===== src/rtl/move_exec_ctrl.sv =====
// move_exec_ctrl: executes MOVE (rd <- rs) and MOVI (rd <- imm) against a
// register file with a 1-cycle synchronous read. Reports busy, a one-cycle
// done pulse, and a one-cycle err pulse when both starts arrive together.
//
// Build option: define MOVI_SIGN_EXT_EN to sign-extend the MOVI immediate
// from bit IMM_W-1; otherwise the immediate is zero-extended.
module move_exec_ctrl #(
  parameter int DATA_W = 16,
  parameter int ADDR_W = 4,
  parameter int IMM_W  = 8
) (
  input  logic              clk,
  input  logic              rst,
  input  logic              start_move,
  input  logic              start_movi,
  input  logic [ADDR_W-1:0] instr_rd,
  input  logic [ADDR_W-1:0] instr_rs,
  input  logic [IMM_W-1:0]  instr_imm,
  output logic              rf_rd_en,
  output logic [ADDR_W-1:0] rf_rd_addr,
  input  logic [DATA_W-1:0] rf_rd_data,
  output logic              rf_wr_en,
  output logic [ADDR_W-1:0] rf_wr_addr,
  output logic [DATA_W-1:0] rf_wr_data,
  output logic              busy,
  output logic              done,
  output logic              err
);

  typedef enum logic [1:0] {IDLE, READ, WRITE, DONE} state_t;

  state_t            state;
  logic              armed;       // a start may be accepted
  logic [ADDR_W-1:0] rd_q;        // destination latched at accept
  logic [DATA_W-1:0] imm_data;    // extended immediate latched at accept
  logic              wr_from_rf;  // current write takes its data from the RF read port

  // Immediate extension to the register width, selected at build time.
  function automatic logic [DATA_W-1:0] form_imm(input logic [IMM_W-1:0] imm);
`ifdef MOVI_SIGN_EXT_EN
    return DATA_W'($signed(imm));
`else
    return DATA_W'(imm);
`endif
  endfunction

  // The read data only becomes valid in the cycle after rf_rd_en, which is
  // the write cycle itself, so a MOVE forwards the read port straight to the
  // write port for that one cycle. Every other cycle the value is registered.
  assign rf_wr_data = wr_from_rf ? rf_rd_data : imm_data;

  // Sequencer: accept/arming, per-state registered outputs.
  always_ff @(posedge clk) begin
    if (rst) begin
      // NOTE: every control and output register is reset here so that an
      // in-flight operation is dropped cleanly; there is no storage array.
      state      <= IDLE;
      armed      <= 1'b1;
      rd_q       <= '0;
      imm_data   <= '0;
      wr_from_rf <= 1'b0;
      rf_rd_en   <= 1'b0;
      rf_rd_addr <= '0;
      rf_wr_en   <= 1'b0;
      rf_wr_addr <= '0;
      busy       <= 1'b0;
      done       <= 1'b0;
      err        <= 1'b0;
    end else begin
      // NOTE: non-blocking assignments throughout, so every branch sees the
      // register values from before this edge and defaults can be overridden.
      rf_rd_en   <= 1'b0;
      rf_wr_en   <= 1'b0;
      done       <= 1'b0;
      err        <= 1'b0;
      wr_from_rf <= 1'b0;

      case (state)
        IDLE: begin
          if (!start_move && !start_movi) begin
            // A quiet idle cycle re-arms; a held strobe never re-fires.
            armed <= 1'b1;
          end else if (armed) begin
            armed <= 1'b0;
            rd_q  <= instr_rd;
            if (start_move && start_movi) begin
              err <= 1'b1;
            end else if (start_move) begin
              state      <= READ;
              busy       <= 1'b1;
              rf_rd_en   <= 1'b1;
              rf_rd_addr <= instr_rs;
            end else begin
              state      <= WRITE;
              busy       <= 1'b1;
              rf_wr_en   <= 1'b1;
              rf_wr_addr <= instr_rd;
              imm_data   <= form_imm(instr_imm);
            end
          end
        end

        READ: begin
          state      <= WRITE;
          rf_wr_en   <= 1'b1;
          rf_wr_addr <= rd_q;
          wr_from_rf <= 1'b1;
        end

        WRITE: begin
          state <= DONE;
          done  <= 1'b1;
        end

        DONE: begin
          state <= IDLE;
          busy  <= 1'b0;
        end

        default: begin
          state <= IDLE;
          busy  <= 1'b0;
        end
      endcase
    end
  end

endmodule


===== config.mk =====
export PLATFORM = sky130hd
export DESIGN_NAME = move_exec_ctrl
export DESIGN_NICKNAME = d
export VERILOG_FILES = /design/src/rtl/move_exec_ctrl.sv
export SDC_FILE = /design/constraint.sdc
export NUM_CORES = 1
export LEC_CHECK = 0
export CAP_MARGIN = 40
export CORE_ASPECT_RATIO = 0.6
export CORE_UTILIZATION = 44
export CTS_CLUSTER_DIAMETER = 30
export DETAILED_ROUTE_END_ITERATION = 10
export PLACE_DENSITY = 0.85
export RECOVER_POWER = 50
export SLEW_MARGIN = 20
export SYNTH_ARGS = -nofsm -noshare
export SYNTH_HDL_FRONTEND = slang
export SYNTH_SLANG_ARGS = --single-unit

===== constraint.sdc =====
create_clock -name clk -period 3.25 [get_ports clk]
set_input_delay 0.4875 -clock clk [delete_from_list [all_inputs] [get_ports clk]]
set_output_delay 0.4875 -clock clk [all_outputs]
set_load 0.01 [all_outputs]

* After elaboration in Yosys (flattened, before gate mapping)
Cells that the tools add are included.
** Cells by class
- Equality and inequality tests :: 7
- Reductions and logical operators :: 15
- Multiplexer cells :: 25
- Bitwise gates (word level) :: 5
** Operators with widths (number)
- $mux W16 :: 1
- $mux W4 :: 4
- $reduce_and A5 Y1 :: 3
- $mux W1 :: 12
- $mux W2 :: 4
- $ne A2 B2 Y1 const B :: 4
- $pmux W2 S4 :: 1
- $pmux W4 S2 :: 1
- $reduce_and A3 Y1 :: 2
- $not A1 Y1 :: 5
- $reduce_or A5 Y1 :: 1
- $eq A2 B2 Y1 const B :: 2
- $pmux W1 S2 :: 2
- $reduce_and A4 Y1 :: 1
- $reduce_bool A2 Y1 :: 2
- $reduce_or A4 Y1 :: 1
- $eq A2 B1 Y1 const B :: 1
- $logic_and A1 B1 Y1 :: 2
- $logic_not A1 Y1 :: 2
- $logic_not A2 Y1 :: 1
** Storage, ports and cells
- Register bits :: 29
- Logic and storage cells :: 64
- Output and inout port bits :: 29
- Input port bits :: 36

* Longest topological paths before layout
- Depth after elaboration :: 5
- Gate-level depth with buffers :: 6
- Mapped depth without buffers :: 6

* Least setup slack after synthesis
Ideal clock, no wire load.
- Path kind :: input port to flip-flop
- Start point :: input port start_move
- End point :: register rf_wr_addr[0]
- Required time :: 3164 ps
- Setup slack :: 1455 ps
- Cell stages on the path :: 6
- Path buffers :: 0
- Setup time :: 86 ps
- Data arrival time :: 1709 ps
- Path through :: inv_1 > ha_1 > or3b_1 > a211oi_2 > nor2_1 > a211oi_1
** Between the ends
- Cells in the longest elaborated chain, start to end :: 4
- Elaborated cells on any way between the ends :: 7
- Those cells by class :: eq/ne: 3; reduce/logical: 4
** Ends and longest elaborated chain
- start, declared :: line 14 : input logic start_move,
- $logic_not A1 Y1 :: line 80 : if (!start_move && !start_movi) begin
- $logic_and A1 B1 Y1 :: line 80
- $ne A2 B2 Y1 (no line)
- $reduce_and A5 Y1 (no line) *
- end signal, assigned :: line 97 : rf_wr_addr <= instr_rd;
- end signal, assigned :: line 106 : rf_wr_addr <= rd_q;
- end, declared :: line 23 : output logic [ADDR_W-1:0] rf_wr_addr,
Mark *: on every way between the ends. The rest lies on a longest branch, timed or not.
A chain may end at the register's enable or synchronous reset.

* Worst setup path in the final report
- Start point :: input port start_move
- End point :: register imm_data[2]
** Between the ends
- Cells in the longest elaborated chain, start to end :: 4
- Elaborated cells on any way between the ends :: 7
- Those cells by class :: bitwise: 3; reduce/logical: 4
** Ends and longest elaborated chain
- $logic_not A1 Y1 :: line 80
- $logic_and A1 B1 Y1 :: line 80
- $not A1 Y1 (no line)
- $reduce_and A5 Y1 (no line) *
- end signal, assigned :: line 98 : imm_data <= form_imm(instr_imm);
- end, declared :: line 35 : logic [DATA_W-1:0] imm_data;
Marks and branches as above.

==> qor.txt <==
Status -> completed
Synth Area in Compound Gates -> 9.239%
Number of global-route vias before repair -> 1183
Vias/cell -> 5.097
Area of the die -> 3375 um^2
All-Layer GR Usage -> 23.72%
Slew margin rel. -> 53.61%
Comb pwr share -> 46.9%
Synth top area cells -> dfxtp_1, mux2i_1, nor2_1
Simple-gate portion of the synthesized area -> 19.47%
Int Power -> 0.0009312 W
Worst-path clk slew -> 0.06 ns
Vert. Die Dim -> 45.40 um
Ratio of cells with drive above 1 in the final layout -> 7.907%
Final worst-path cycle share -> 78.63%
IO buf count -> 64
Area grow syn2layout -> 54.71%
Async SR Flop Fraction -> 0%
Final Hold Viols -> 0
Initial antenna violation count -> 0
Register area share after synthesis -> 42.03%
CTS hold repair buffers -> 0
Max cap viols -> 0
Post-DP HPWL -> 2872 um
Psw -> 0.0005497 W
Post-Synth XOR/XNOR Area -> 0%
Clock network power share -> 19.4%
Largest family of logic cells by synthesized area -> multiplexers
Routed WL per cell -> 14.34 um
Largest net degree at the start of global routing -> 17
F_max -> 0.3913 GHz
Post-synth EDFFs -> 0
CP max stage delay -> 0.64 ns
Vias after detailed routing -> 1310
Critical Path RT -> 3.39 ns
Ys flop type -> dfxtp_1
Critical path startpoint category -> primary input
Switching part of the total -> 37.12%
CP max-delay cell -> dlygate4sd3_1
Pwr/cell area -> 693.0 nW/um^2
Fin area -> 2137 um^2
Initial Util -> 47.18%
Final nets -> 257
RSZ-0062 raised after global routing -> no
Post-layout min period -> 2.556 ns
Synth cell types -> 26
Root buf cell -> clkbuf_8
Final WL -> 3685 um
Cts repair resizes -> 0
Clock buffer depth -> 2
Sequential Power Share -> 33.7%
Post-Synth Adder-Cell Area -> 6.341%
Share of the synthesized area in the top cell type -> 42.03%
CTS tree -> built
Final setup fails -> 0
Mapped Nets -> 192
Synth warn -> 0
Total CTS buffers -> 5
Grt total ovfl -> 0
# IOs -> 65
Maximum VDD drop -> 0.3119 mV
Skew final -> 0.01158 ns
Initial drt markers -> 89
Hold WC Path Type -> reg -> reg
Post-route antenna net violation count -> 0
Synth area leader -> dfxtp_1
Post-CTS Setup Bufs -> 0
Die X -> 74.34 um
Crit path max fanout -> 8
Setup TNS -> 0 ns
First-pass GRT wire length -> 5713 um
Synth Register Bits -> 29
Fin util -> 72.99%
Synthesized instance count -> 149
Clock H-tree levels -> 2
Syn_area_per_cell -> 9.271 um^2
Slew @ Worst Pin -> 0.6958 ns
Critical path class -> in -> reg
FP Rows -> 15
Multiplexer area fraction after synthesis -> 19.57%
Clock Latency Late Sink -> 0.29 ns
Detailed-route DRC error count -> 0
Slew Limit Fails -> 0
Drt pass-1 iters -> 4
Core area -> 2928 um^2
Synth cell count leaders -> dfxtp_1, nor2_1, mux2i_1
GP Congestion -> 0.7722
Synthesized area -> 1381 um^2
Critical Path End Type -> flip-flop
DP Area -> 2062 um^2
Worst-path cell chain -> dlygate4sd3_1, inv_1, ha_1, nor3b_1, nand3_1, mux2i_1, nor2_1
TritonCTS sink count -> 29
Leakage -> 0.9849 nW
Worst path arrival time -> 2.69 ns
Ant diodes -> 0
metrics by stage:
| stage | hold WS [ns] | instances | power, W | worst slack (ns) |
|---|---|---|---|---|
| after global placement | 0.4704 | 248 | 0.001169 | 0.6886 |
| after CTS | 0.5005 | 257 | 0.001503 | 0.8038 |
| after detailed placement | 0.4867 | 249 | 0.001207 | 0.5092 |
| final | 0.4971 | 257 | 0.001481 | 0.6944 |
| after floorplan | 0.4579 | 149 | 0.0009226 | 1.455 |
| after global routing | 0.5254 | 257 | 0.001576 | 0.5359 |
power by group through the flow:
stage               clock [W]  sequential [W]  combinational (W)
floorplan                   0        0.000502           0.000420
detailed placement          0        0.000510           0.000697
global route         0.000307        0.000512           0.000757
finish               0.000287        0.000500           0.000694
CTS                  0.000292        0.000503           0.000707
global placement            0        0.000502           0.000667
flip-flops by register name, indices dropped and copies added, names as in the netlist:
name,flops
armed,1
err,1
rd_q,4
imm_data,8
rf_rd_en,1
rf_rd_addr,4
state,2
wr_from_rf,1
rf_wr_addr,4
done,1
busy,1
rf_wr_en,1
cells in the final DEF, fill, tap and decap left out, types with 2 or more instances in the layout:
cell / instances
mux2_2: 8
a211oi_1: 6
and2_1: 9
clkinv_2: 2
dfxtp_1: 29
nor2b_1: 4
and3_1: 2
nand2_1: 5
mux2i_1: 18
nor2_1: 29
clkbuf_8: 5
inv_1: 5
a21oi_1: 3
o21ai_0: 6
ha_1: 7
clkdlybuf4s50_1: 48
dlygate4sd3_1: 16
area by class of cell:
class | count | area [um^2]
Timing Repair Buffer | 65 | 644.4
Clock buffer | 5 | 68.82
Sequential cell | 29 | 580.6
Inverter | 5 | 18.77
Clock inverter | 3 | 17.52
Multi-Input combinational cell | 108 | 754.5
Tap cell | 42 | 52.55
Fill cell | 222 | 790.8
final timing paths:
kind / startpoint / end / slack [ns] / depth (start not counted)
worst max-delay path: start_move / imm_data[2] / 0.69 / 7
worst min-delay path: imm_data[6] / imm_data[6] / 0.50 / 2
worst max register to register: state[0] / imm_data[2] / 1.29 / 5
worst min register to register: imm_data[6] / imm_data[6] / 0.50 / 2
critical path, delay by kind of cell:
family                     cells  cell delay [ns]
muxes                          1             0.32
adders and majority gates      1             0.27
and+or+nand+nor                3             0.85
buffers and inverters          2             0.77
cell families (layout without fill, tap and decap cells):
| family | Yosys count | in the layout |
|---|---|---|
| and+or+nand+nor | 56 | 56 |
| AOI/OAI and AO/OA | 19 | 19 |
| buffers and inverters | 12 | 78 |
| DFF | 29 | 29 |
| adders and majority gates | 7 | 7 |
| muxes | 26 | 26 |
layer usage:
| layer | track usage, % | share of wire (%) | up-vias |
|---|---|---|---|
| met1 | 30.01 | 43 | 622 |
| met5 | 0 | 0 | - |
| met2 | 39.27 | 50 | 50 |
| met4 | 9.057 | 1.0 | 0 |
| met3 | 6.637 | 5.7 | 4 |
| li1 | - | - | 634 |
Note: power is estimated with default switching activity, not from simulation.
==> RTL change: new RTL, config.mk and constraints unchanged <==
Add a define of `MOVI_SIGN_EXT_EN`.
--- a/src/rtl/move_exec_ctrl.sv
+++ b/src/rtl/move_exec_ctrl.sv
@@ -6,2 +6,4 @@
 // from bit IMM_W-1; otherwise the immediate is zero-extended.
+`define MOVI_SIGN_EXT_EN
+
 module move_exec_ctrl #(
Behaviour: not the same (Yosys sat finds a counterexample within 4 cycles, from zero or initial values and one cycle with rst high).
==> RTL change against the original RTL <==
  * Cell count grew 3.9%
  * Critical path depth is the same
  * Total power grew 1.8%
  * Maximum frequency grew 2.5%
  * Sequential power is essentially flat
  * Die area grew 1.1%
  * Non-clock buffer count is the same
  * Core utilization shrank 0.17 points
  * Area after synthesis grew 1.2%
  * Sequential cell count is the same
  * Routed wire length shrank 1.5%
  * Setup slack gained 62 ps
  * Design area grew 0.41%
  * Critical path type unchanged
  * Largest cell class unchanged
  * Largest power group unchanged
  * Highest routed layer unchanged
==> RTL change: results (changes against the original RTL) <==
| Parameter | Value | Unit | vs unedited |
|---|---|---|---|
| Fill cell count | 229 | - | +3.2% |
| Wire length of the first global-routing pass | 5.83 | mm | +2.0% |
| Fraction of synthesized area in multiplexers | 0.185 | - | -0.0103 |
| GP Congestion | 0.770 | - | -0.28% |
| Fraction of the yosys area taken by sequential cells | 0.415 | - | -0.00489 |
| Wire length on met3 | 268 | um | +27% |
| LEAKAGE | 1.02 | nW | +4.1% |
| Layout cells sized above 1 | 0.0667 | - | -0.0124 |
| GR Util All Layers | 0.249 | - | +0.0117 |
| HPWL after DPL | 2.76 | mm | -3.9% |
| Maximum VDD drop | 0.000318 | V | +1.8% |
| Mean routed wirelength per cell | 13.6 | um | -5.2% |
| Worst EP arrival | 2650 | ps | -40 ps |
| Leading post-synthesis cells by instance count | 29 x sky130_fd_sc_hd__dfxtp_1, 29 x sky130_fd_sc_hd__nor2_1, 23 x sky130_fd_sc_hd__nand2_1, 18 x sky130_fd_sc_hd__mux2i_1 | - |  |
| Routed length on met1 | 1.65 | mm | +3.8% |
| Largest register FFs | 8 | - | unchanged |
| Result of the run | complete, no violations | - |  |
| Headroom to the max-slew limit | 0.584 | - | +0.0484 |
| Post-Synth Adder-Cell Area | 0.0627 | - | -0.000738 |
| Mean number of vias per cell | 5.01 | - | -1.6% |
| Reg-to-reg endpoint | imm_data[4]$_SDFFE_PP0P_ | - |  |
| Met2 global-route usage | 0.382 | - | -0.0107 |
| Detailed router's first-iteration violation count | 77 | - | -13% |
| Worst min-delay path endpoint | rf_rd_addr[3]$_SDFFE_PP0P_ | - |  |
| Via count of the first global-routing pass | 1294 | - | +9.4% |
| # nets final | 267 | - | +3.9% |
| Min-Delay Startpoint | rf_rd_addr[3]$_SDFFE_PP0P_ | - |  |
| Maximum number of pins on one net before global-route repair | 18 | - | +1 |
| Top post-synthesis cells by area | sky130_fd_sc_hd__dfxtp_1 42%, sky130_fd_sc_hd__mux2i_1 13%, sky130_fd_sc_hd__nor2_1 7.8% | - |  |
| GR Layer Usage met1 | 0.293 | - | -0.00722 |
| Hold slack final | 489 | ps | -8.22 ps |
| Compound-gate portion of the synthesized area | 0.0913 | - | -0.00108 |
| Met3 Use GR | 0.117 | - | +0.0509 |
## RTL change: cell types whose count changed in the layout (fill, tap and decap cells not counted), sizes merged
cell           delta
clkinvlp          -1
nand2            +18
clkdlybuf4s50     +1
and2              -8
dlygate4sd3       -1
mux2              -1
clkbuf            +1
nand2b            +1
## RTL change: power breakdown
group | internal [mW] | switching (mW)
combinational | 0.363 | 0.358
sequential | 0.439 | 0.0630
clock | 0.148 | 0.136
## RTL change: stage by stage
stage	cell area (um^2)	utilization	instances	setup slack [ps]	power [mW]
final	2150	0.728	267	756	1.51
after floorplan	1400	-	160	1460	0.938
after global placement	2070	0.701	259	757	1.20
after CTS	2150	0.730	267	825	1.53
after global routing	2150	0.728	267	585	1.62
after detailed placement	2070	0.701	259	562	1.24
## RTL change: cell type report
type | instances | share of cell area
inverters | 5 | 0.00875
well taps | 42 | 0.0245
clock inverters | 2 | 0.00466
multi-input cells | 118 | 0.357
repair buffers | 65 | 0.300
clock buffers | 6 | 0.0338
flip-flops and latches | 29 | 0.271
